File: config.mk
export PLATFORM = sky130hd
export DESIGN_NAME = rr_decode_arbiter_flat
export DESIGN_NICKNAME = d
export VERILOG_FILES = /design/src/rtl/rr_decode_arbiter_if.sv /design/src/rtl/rr_decode_arbiter.sv /design/src/flat_wrapper.sv
export SDC_FILE = /design/constraint.sdc
export NUM_CORES = 1
export LEC_CHECK = 0
export ABC_CLOCK_PERIOD_IN_PS = 1800
export CAP_MARGIN = 25
export CORE_UTILIZATION = 47
export DETAILED_ROUTE_END_ITERATION = 7
export PLACE_DENSITY_LB_ADDON = 0.3
export SLEW_MARGIN = 25
export SYNTH_ARGS = -nofsm -noshare
export SYNTH_HDL_FRONTEND = slang
export SYNTH_SLANG_ARGS = --single-unit
export TNS_END_PERCENT = 100
File: constraint.sdc
create_clock -name clk -period 1.8 [get_ports clk]
set_input_delay 0.18 -clock clk [delete_from_list [all_inputs] [get_ports clk]]
set_output_delay 0.18 -clock clk [all_outputs]
set_load 0.005 [all_outputs]
File: src/rtl/rr_decode_arbiter_if.sv
// Request/grant bundle between the requesting masters and the round-robin
// decode arbiter. The arbiter drives the active-low chip-selects.
interface rr_decode_arbiter_if;
  logic       en_n;
  logic [3:0] req;
  logic [3:0] grant_n;
  logic [1:0] grant_idx;
  logic       grant_valid;
  logic       timeout;

  modport master (
    output en_n,
    output req,
    input  grant_n,
    input  grant_idx,
    input  grant_valid,
    input  timeout
  );

  modport slave (
    input  en_n,
    input  req,
    output grant_n,
    output grant_idx,
    output grant_valid,
    output timeout
  );
endinterface

File: src/rtl/rr_decode_arbiter.sv
// Four-way round-robin arbiter with one-hot active-low selects, a hold
// timeout and a mandatory one-cycle turnaround gap between owners.
module rr_decode_arbiter #(
  parameter int unsigned MAX_HOLD = 16,
  parameter int unsigned CNT_W    = 8
) (
  input  logic                clk,
  input  logic                rst,
  rr_decode_arbiter_if.slave  bus
);

  typedef enum logic [1:0] {
    IDLE = 2'd0,
    OWN  = 2'd1,
    GAP  = 2'd2
  } state_e;

  localparam bit               HOLD_EN   = (MAX_HOLD != 0);
  localparam logic [CNT_W-1:0] HOLD_LAST = CNT_W'(MAX_HOLD - 1);
  localparam logic [CNT_W-1:0] CNT_MAX   = {CNT_W{1'b1}};

  state_e           state_q;
  logic [1:0]       ptr_q;
  logic [CNT_W-1:0] cnt_q;
  logic [3:0]       grant_n_q;
  logic [1:0]       grant_idx_q;
  logic             grant_valid_q;
  logic             timeout_q;

  logic             win_valid_d;
  logic [1:0]       win_idx_d;
  logic [1:0]       cand_idx_d;
  logic             owner_req_d;
  logic             hold_hit_d;
  logic [CNT_W-1:0] cnt_inc_d;

  // Rotating-priority search: walk from ptr+3 down to ptr so ptr wins last.
  always_comb begin
    win_valid_d = 1'b0;
    win_idx_d   = 2'd0;
    cand_idx_d  = 2'd0;
    for (int i = 3; i >= 0; i--) begin
      cand_idx_d = ptr_q + 2'(i);
      if (bus.req[cand_idx_d]) begin
        win_valid_d = 1'b1;
        win_idx_d   = cand_idx_d;
      end else begin
        win_valid_d = win_valid_d;
      end
    end
  end

  assign owner_req_d = bus.req[grant_idx_q];
  assign hold_hit_d  = HOLD_EN && (cnt_q == HOLD_LAST);
  assign cnt_inc_d   = (cnt_q == CNT_MAX) ? cnt_q : cnt_q + CNT_W'(1);

  // Arbiter FSM with registered grant/timeout outputs.
  always_ff @(posedge clk or posedge rst) begin
    if (rst) begin
      state_q       <= IDLE;
      ptr_q         <= 2'd0;
      cnt_q         <= {CNT_W{1'b0}};
      grant_n_q     <= 4'b1111;
      grant_idx_q   <= 2'd0;
      grant_valid_q <= 1'b0;
      timeout_q     <= 1'b0;
    end else begin
      case (state_q)
        IDLE, GAP: begin
          timeout_q <= 1'b0;
          if (!bus.en_n && win_valid_d) begin
            state_q       <= OWN;
            grant_n_q     <= ~(4'b0001 << win_idx_d);
            grant_idx_q   <= win_idx_d;
            grant_valid_q <= 1'b1;
            cnt_q         <= {CNT_W{1'b0}};
          end else begin
            state_q <= IDLE;
          end
        end
        OWN: begin
          if (!owner_req_d || hold_hit_d) begin
            state_q       <= GAP;
            ptr_q         <= grant_idx_q + 2'd1;
            grant_n_q     <= 4'b1111;
            grant_idx_q   <= 2'd0;
            grant_valid_q <= 1'b0;
            // Still requesting here means the hold limit forced the release.
            timeout_q     <= owner_req_d;
          end else begin
            cnt_q     <= cnt_inc_d;
            timeout_q <= 1'b0;
          end
        end
        default: begin
          state_q       <= IDLE;
          grant_n_q     <= 4'b1111;
          grant_idx_q   <= 2'd0;
          grant_valid_q <= 1'b0;
          timeout_q     <= 1'b0;
        end
      endcase
    end
  end

  assign bus.grant_n     = grant_n_q;
  assign bus.grant_idx   = grant_idx_q;
  assign bus.grant_valid = grant_valid_q;
  assign bus.timeout     = timeout_q;

endmodule

File: src/flat_wrapper.sv
// flat-port wrapper written by rule: the top's interface ports become plain ports
module rr_decode_arbiter_flat 
#(
  parameter int unsigned MAX_HOLD = 16,
  parameter int unsigned CNT_W    = 8
)
  (clk, rst, bus_en_n, bus_req, bus_grant_n, bus_grant_idx, bus_grant_valid, bus_timeout);
  rr_decode_arbiter_if bus_i ();
  input  logic clk;
  input  logic rst;
  input wire logic [$bits(bus_i.en_n)-1:0] bus_en_n;
  input wire logic [$bits(bus_i.req)-1:0] bus_req;
  output wire logic [$bits(bus_i.grant_n)-1:0] bus_grant_n;
  output wire logic [$bits(bus_i.grant_idx)-1:0] bus_grant_idx;
  output wire logic [$bits(bus_i.grant_valid)-1:0] bus_grant_valid;
  output wire logic [$bits(bus_i.timeout)-1:0] bus_timeout;
  assign bus_i.en_n = bus_en_n;
  assign bus_i.req = bus_req;
  assign bus_grant_n = bus_i.grant_n;
  assign bus_grant_idx = bus_i.grant_idx;
  assign bus_grant_valid = bus_i.grant_valid;
  assign bus_timeout = bus_i.timeout;
  rr_decode_arbiter #(.MAX_HOLD(MAX_HOLD), .CNT_W(CNT_W)) u_core (.clk(clk), .rst(rst), .bus(bus_i));
endmodule
==> results of run 1 <==
[cells in the final DEF (no fill, tap or decap), types with 2 or more instances in the layout]
cell type,instances
dfstp_2,4
o21ai_0,4
o31ai_1,2
a21oi_1,6
nor2_1,12
dfrtp_2,3
o22a_1,3
nand3b_1,2
mux2i_1,6
o21a_1,2
nor4_2,2
dfrtp_1,13
nor3_1,2
nand3_1,2
clkdlybuf4s50_1,14
clkbuf_4,3
buf_4,29
nand2b_1,2
o211ai_1,2
nand2_1,10
or3_1,2
inv_1,4
[cells in the mapped netlist, types with 2 or more instances]
cell / n
o31ai_1: 2
dfstp_2: 4
nor4_1: 2
dfrtp_1: 16
nand3b_1: 2
nor3_1: 2
o21a_1: 2
mux2i_1: 6
nand2_1: 10
inv_1: 4
o21ai_0: 4
nor2_1: 12
o211ai_1: 2
nand3_1: 3
a21oi_1: 7
o22a_1: 3
or3_1: 2
nand2b_1: 2
[repair_timing]
action / in CTS / in global routing
pin swaps: 0 / 4
setup buffers: 0 / 7
gates cloned: 0 / 0
gates resized for setup: 2 / 8
endpoints found under the setup margin: 2 / 5
[worst min-delay path: stages]
cell and delay [ps]:
clkdlybuf4s50_1 390, inv_1 60, buf_4 270
[metrics by stage]
| stage | worst slack [ps] | cell area (um^2) | utilization |
|---|---|---|---|
| finish | 66.9 | 1530 | 0.743 |
| global route | -17.6 | 1530 | 0.743 |
| CTS | 14.7 | 1460 | 0.706 |
| detailed placement | -121 | 1410 | 0.684 |
| global placement | -50.7 | 1410 | 0.684 |
| floorplan | 93.7 | 1080 | - |
[worst paths after layout]
check	cells after the start	slack, ps	endpoint	from
max in group asynchronous	3	1340	u_core.bus.grant_n[0]	rst
hold / removal	3	190	u_core.cnt_q[6]	rst
min in group clk	1	510	u_core.bus.grant_valid	u_core.bus.grant_valid
hold reg to reg	1	510	u_core.bus.grant_valid	u_core.bus.grant_valid
setup reg to reg	7	70	u_core.cnt_q[7]	u_core.cnt_q[0]
setup / recovery	7	70	u_core.cnt_q[7]	u_core.cnt_q[0]
[metal layers]
layer,vias up,track usage
met3,7,0.0370
met4,0,0.110
met1,491,0.266
met5,-,0
met2,26,0.477
li1,486,-
[flip-flops by register name, indices dropped and copies added (netlist names)]
register,flops
u_core.ptr_q,2
u_core.cnt_q,8
u_core.bus.grant_valid,1
u_core.bus.grant_idx,2
u_core.bus.grant_n,4
u_core.bus.timeout,1
u_core.state_q,2
[power breakdown]
part	total [mW]	switching, mW	internal, mW
sequential	0.749	0.142	0.606
combinational	1.01	0.418	0.593
clock	0.269	0.145	0.124
total	2.03	0.705	1.32
[cell families after synthesis]
kind of cell / Yosys count
fa+ha+maj: 1
buf+inv: 6
mux: 8
compound gates: 30
flops: 20
simple gates: 40
xor+xnor: 1
[area by class of cell]
cell class                 count  area, um^2
clock buffer                   4        36.3
sequential                    20         509
fill                         141         529
tap                           27        33.8
timing repair buffer          44         369
multi-input combinational     80         569
inverter                       4        15.0
==> flow_summary.toml, run 1 <==
[pwr]
peakVddDrop_uv = 1080
p_leak_nw = 0.681
pwr_density_cell_nw_per_um2 = 1320
power_mw = 2.03

[route]
post_drt_wl_per_cell_um = 15.2
dr_wl_met3_um = 70
vias = 1010
first_pass_iters = 4
drc_errors = 0
dr_wl_met2_um = 1440
viasPerCell = 5.64
first_iter_violations = 22
wl_um = 2720
ant_nets = 0
top_layer = "met4"
wirelength_met1_um = 1160

[layout]
syn_to_final_growth_pct = 41.9
final_cells = 179
layout-drive-gt1-share = 0.368
nets = 161
antenna_cells = 0

[min_path]
hold_path.class = "input port to async pin"

[worst_setup_path]
worstPathRequired_ps = 2050
cp_max_fo = 10
cpLargestDelayFamily = "simple AND/OR/NAND/NOR gates"
critPathLaunchType = "flip-flop"
crit_chain = "ha_2 > buf_4 > nand3_1 > o211ai_2 > buf_6 > or3_1 > a21oi_2"
critPathMaxStageDelay_ps = 420
slowest_stage = "dfrtp_1"
cp.arrival_ps = 1980
critical_path_class = "flip-flop to flip-flop"
endpoint_kind = "flip-flop"
path_buf_inv = 2

[floorplan]
die-area_um2 = 2490
die_w_um = 49.9
io_pins = 15
die_y_um = 49.9
row_count = 16
initial_utilization = 0.524
core_um2 = 2060

[synthesis]
ys_warn_count = 0
synth_area_um2 = 1080
synth-edff-count = 0
syn_nets = 114
synth_area_per_cell_um2 = 10.2
ys_ff_latch = 20
synthSimpleGateAreaFrac = 0.191
synth_fa_ha_area_frac = 0.0116
synthCells = 106
synth_top_area_cell = "dfrtp_1"
synth_cell_types = 39
synthTopCellsByArea = "dfrtp_1 (37%), dfstp_2 (9.7%), mux2i_1 (5.6%), nor2_1 (4.2%), nand2_1 (3.5%)"
yosysSeqAreaShare = 0.468
synth_top_family_by_area = "compound AO/OA/AOI/OAI gates"
synth_xor_area_frac = 0.00811
async_flop_share = 1.00
ys.flop_type = "dfrtp_1"
synth_compound_area_frac = 0.212
synthMuxAreaShare = 0.0800
yosys.area.top_type_share = 0.371

[place]
dp_hpwl_um = 2030
place_inst = 168
gp_congestion = 0.851
io_buffers = 14

[global_routing]
grt_overflow = 0
grt_pass1_vias = 1072
grt_pass1_wl_um = 4590
antenna_found_initial = 0
grt_usage = 0.250
grt_max_degree = 21

[timing]
finalHoldViolCount = 0
clock_skew_ps = 1.06
setup_viol = 0
fin_crit_sh = 0.963
worstMarginPinSlew_ps = 491
layout_min_cycle_time_ps = 1730
max_slew_margin = 0.669
holdWs_ps = 190
fmax_mhz = 577
slew_violations = 0
fin_tns_setup_ps = 0

[clock_tree]
ctsHoldBuffers = 0
clk_pin_slew_worst_paths_ps = 110
cts_buffers = 3
htreeDepth = 1
cts_buffer_depth = 2
cts_tree = "yes"
clock_sinks = 20
root_buffer = "clkbuf_4"
clock_latency_ps = 310

[run_status]
outcome = "finished clean"

[flow_run]
max_cap_violations = 0
Power figures use the tool's default switching activity.
==> inputs of run 2 (changes only) <==
--- a/config.mk
+++ b/config.mk
@@ -5,9 +5,11 @@
 export SDC_FILE = /design/constraint.sdc
 export NUM_CORES = 1
 export LEC_CHECK = 0
+export ABC_AREA = 1
 export ABC_CLOCK_PERIOD_IN_PS = 1800
 export CAP_MARGIN = 25
-export CORE_UTILIZATION = 47
+export CORE_UTILIZATION = 52
+export CTS_BUF_LIST = sky130_fd_sc_hd__clkbuf_4 sky130_fd_sc_hd__clkbuf_8
 export DETAILED_ROUTE_END_ITERATION = 7
 export PLACE_DENSITY_LB_ADDON = 0.3
 export SLEW_MARGIN = 25
==> run 2 against run 1 <==
Net effect:
- sequential power decreased by 5.7%
- non-clock buffer count decreased by 25
- via count increased by 13%
- critical endpoint is now u_core.cnt_q[3]
- setup slack improved by 94 ps
- synthesized area increased by 19%
- clock skew increased by 8.0 ps
==> flow_summary.toml, run 2 <==
[place]
place_inst = 225
gp_congestion = 0.856
dp_hpwl_um = 1880
postPlaceCellArea_um2 = 1450
post-place-ws_ps = 8.70
io_buffers = 14

[route]
vias = 1146
viasPerCell = 4.96
drc_errors = 0
wl_um = 2510
ant_nets = 0
first_pass_iters = 4
post_drt_wl_per_cell_um = 10.8
first_iter_violations = 21

[global_routing]
grt_overflow = 0
grt_pass1_wl_um = 4260
antenna_found_initial = 0
grt_max_degree = 21
grt_usage = 0.214
grt_pass1_vias = 1020

[synthesis]
synth-edff-count = 0
yosys.area.top_type_share = 0.312
synth_top_area_cell = "dfrtp_1"
ys_warn_count = 0
synth_cell_types = 27
yosysSeqAreaShare = 0.394
synthTopCellsByArea = "dfrtp_1 (31%), nand2_1 (17%), inv_1 (8.8%), dfstp_2 (8.2%), nand2_2 (5.4%)"
ys_ff_latch = 20
synth_area_um2 = 1280
synth.most_common_cell = "nand2_1"
ys.flop_type = "dfrtp_1"
synth_common_cells = "nand2_1 (57), inv_1 (30), dfrtp_1 (16), nor2_1 (16)"
async_flop_share = 1.00
synth_area_per_cell_um2 = 7.01
syn_nets = 191
synthCells = 183

[floorplan]
core_um2 = 2280
io_pins = 15
row_count = 17
die_y_um = 51.7
die-area_um2 = 2670
die_w_um = 51.7
initial_utilization = 0.563

[worst_setup_path]
cp.arrival_ps = 1830
endpoint_kind = "flip-flop"
cp_max_fo = 10
critical_path_class = "flip-flop to flip-flop"
worstPathRequired_ps = 1990
critPathLaunchType = "flip-flop"
slowest_stage = "dfrtp_2"
crit_top_cell = "nand2_1"
cpLargestDelayFamily = "simple AND/OR/NAND/NOR gates"
critPathMaxStageDelay_ps = 390
path_buf_inv = 0
crit_chain = "ha_1 > nand2_1 > nor2_1 > nand4_1 > nand2_1 > nor2_2 > nand2_2 > nand2_4 > nand2_1 > o21ai_0"

[min_path]
hold_path.class = "input port to async pin"

[run_status]
outcome = "finished clean"

[layout]
antenna_cells = 0
finalCoreUtilization = 0.661
final_cells = 231
layout-drive-gt1-share = 0.167
nFillCells = 195
top_register = "u_core.cnt_q"
largest_register_ff_count = 8
final_common_cell = "nand2_1"
layout_common_cells = "nand2_1 (57), inv_1 (30), nor2_1 (14), clkdlybuf4s50_1 (14), dfrtp_1 (14)"
nets = 212
syn_to_final_growth_pct = 17.4
stdcell_area_um2 = 1510

[timing]
fmax_mhz = 610
finalHoldViolCount = 0
fin_ws_ps = 161
max_slew_margin = 0.792
clock_skew_ps = 9.08
layout_min_cycle_time_ps = 1640
rsz0062_at_grt = "yes"
worstMarginPinSlew_ps = 309
setup_viol = 0
fin_crit_sh = 0.911
slew_violations = 0

[clock_tree]
clock_sinks = 20
clk_pin_slew_worst_paths_ps = 120
clock_latency_ps = 300
cts_buffer_depth = 2
ctsHoldBuffers = 0
cts_buffers = 3
root_buffer = "clkbuf_4"
htreeDepth = 1
cts_tree = "yes"

[flow_run]
max_cap_violations = 0

[pwr]
p_leak_nw = 0.780
peakVddDrop_uv = 933
pwr_density_cell_nw_per_um2 = 1430
power_mw = 2.15
==> run 2: layer usage <==
metal	GRT usage	vias to the layer above	share of wire
li1	-	601	-
met1	0.304	522	0.52
met2	0.331	20	0.45
met3	0.0351	3	0.028
met4	0.0676	0	0.0060
met5	0	-	0
==> run 2: worst paths after layout <==
path | startpoint | to | slack, ps | cells past startpoint
min in group clk | u_core.bus.grant_valid | u_core.bus.grant_valid | 500 | 2
min reg2reg | u_core.bus.grant_valid | u_core.bus.grant_valid | 500 | 2
min | rst | u_core.cnt_q[0] | 180 | 3
max reg2reg | u_core.cnt_q[1] | u_core.cnt_q[3] | 160 | 10
max in group asynchronous | rst | u_core.bus.grant_n[2] | 1340 | 3
max | u_core.cnt_q[1] | u_core.cnt_q[3] | 160 | 10
==> run 2: cell families (layout without fill, tap and decap cells) <==
family                     count (synthesis)  after routing  share of synthesized area
and+or+nand+nor                          104            104                      0.367
buffers and inverters                     35             55                      0.121
AOI/OAI and AO/OA                         20             20                     0.0878
DFF                                       20             20                      0.394
xor gates and xnor gates                   3              3                     0.0205
adders and majority gates                  1              1                    0.00975
==> run 2: through the flow <==
| stage | hold WS (ps) | TNS, ps |
|---|---|---|
| after global placement | 467 | 0 |
| after floorplan | 141 | 0 |
| after detailed placement | 471 | 0 |
| final | 185 | 0 |
| after CTS | 196 | 0 |
| after global routing | 211 | -2.56 |
==> run 2: tightest hold or removal path: stages <==
cell	delay [ps]
clkdlybuf4s50_1	400
inv_1	50
buf_4	260
==> run 2: cell type report <==
cell class / count / area, um^2 / share of cell area
clock buffer: 4 / 30.0 / 0.0200
inverter: 32 / 128 / 0.0848
multi-input combinational: 128 / 627 / 0.416
sequential: 20 / 508 / 0.337
tap: 28 / 35.0 / 0.0233
timing repair buffer: 19 / 178 / 0.118
==> run 2: report_power, final <==
group | leakage, nW | switching [mW] | internal, mW | total (mW)
Combinational | 0.509 | 0.744 | 0.460 | 1.20
Clock | 0.0184 | 0.138 | 0.101 | 0.239
Sequential | 0.252 | 0.113 | 0.592 | 0.706
==> run 2: repair_timing <==
action / 4_1_cts / 5_1_grt
setup endpoints to repair: 0 / 14
buffers inserted: 0 / 2
gates resized for setup: 0 / 4
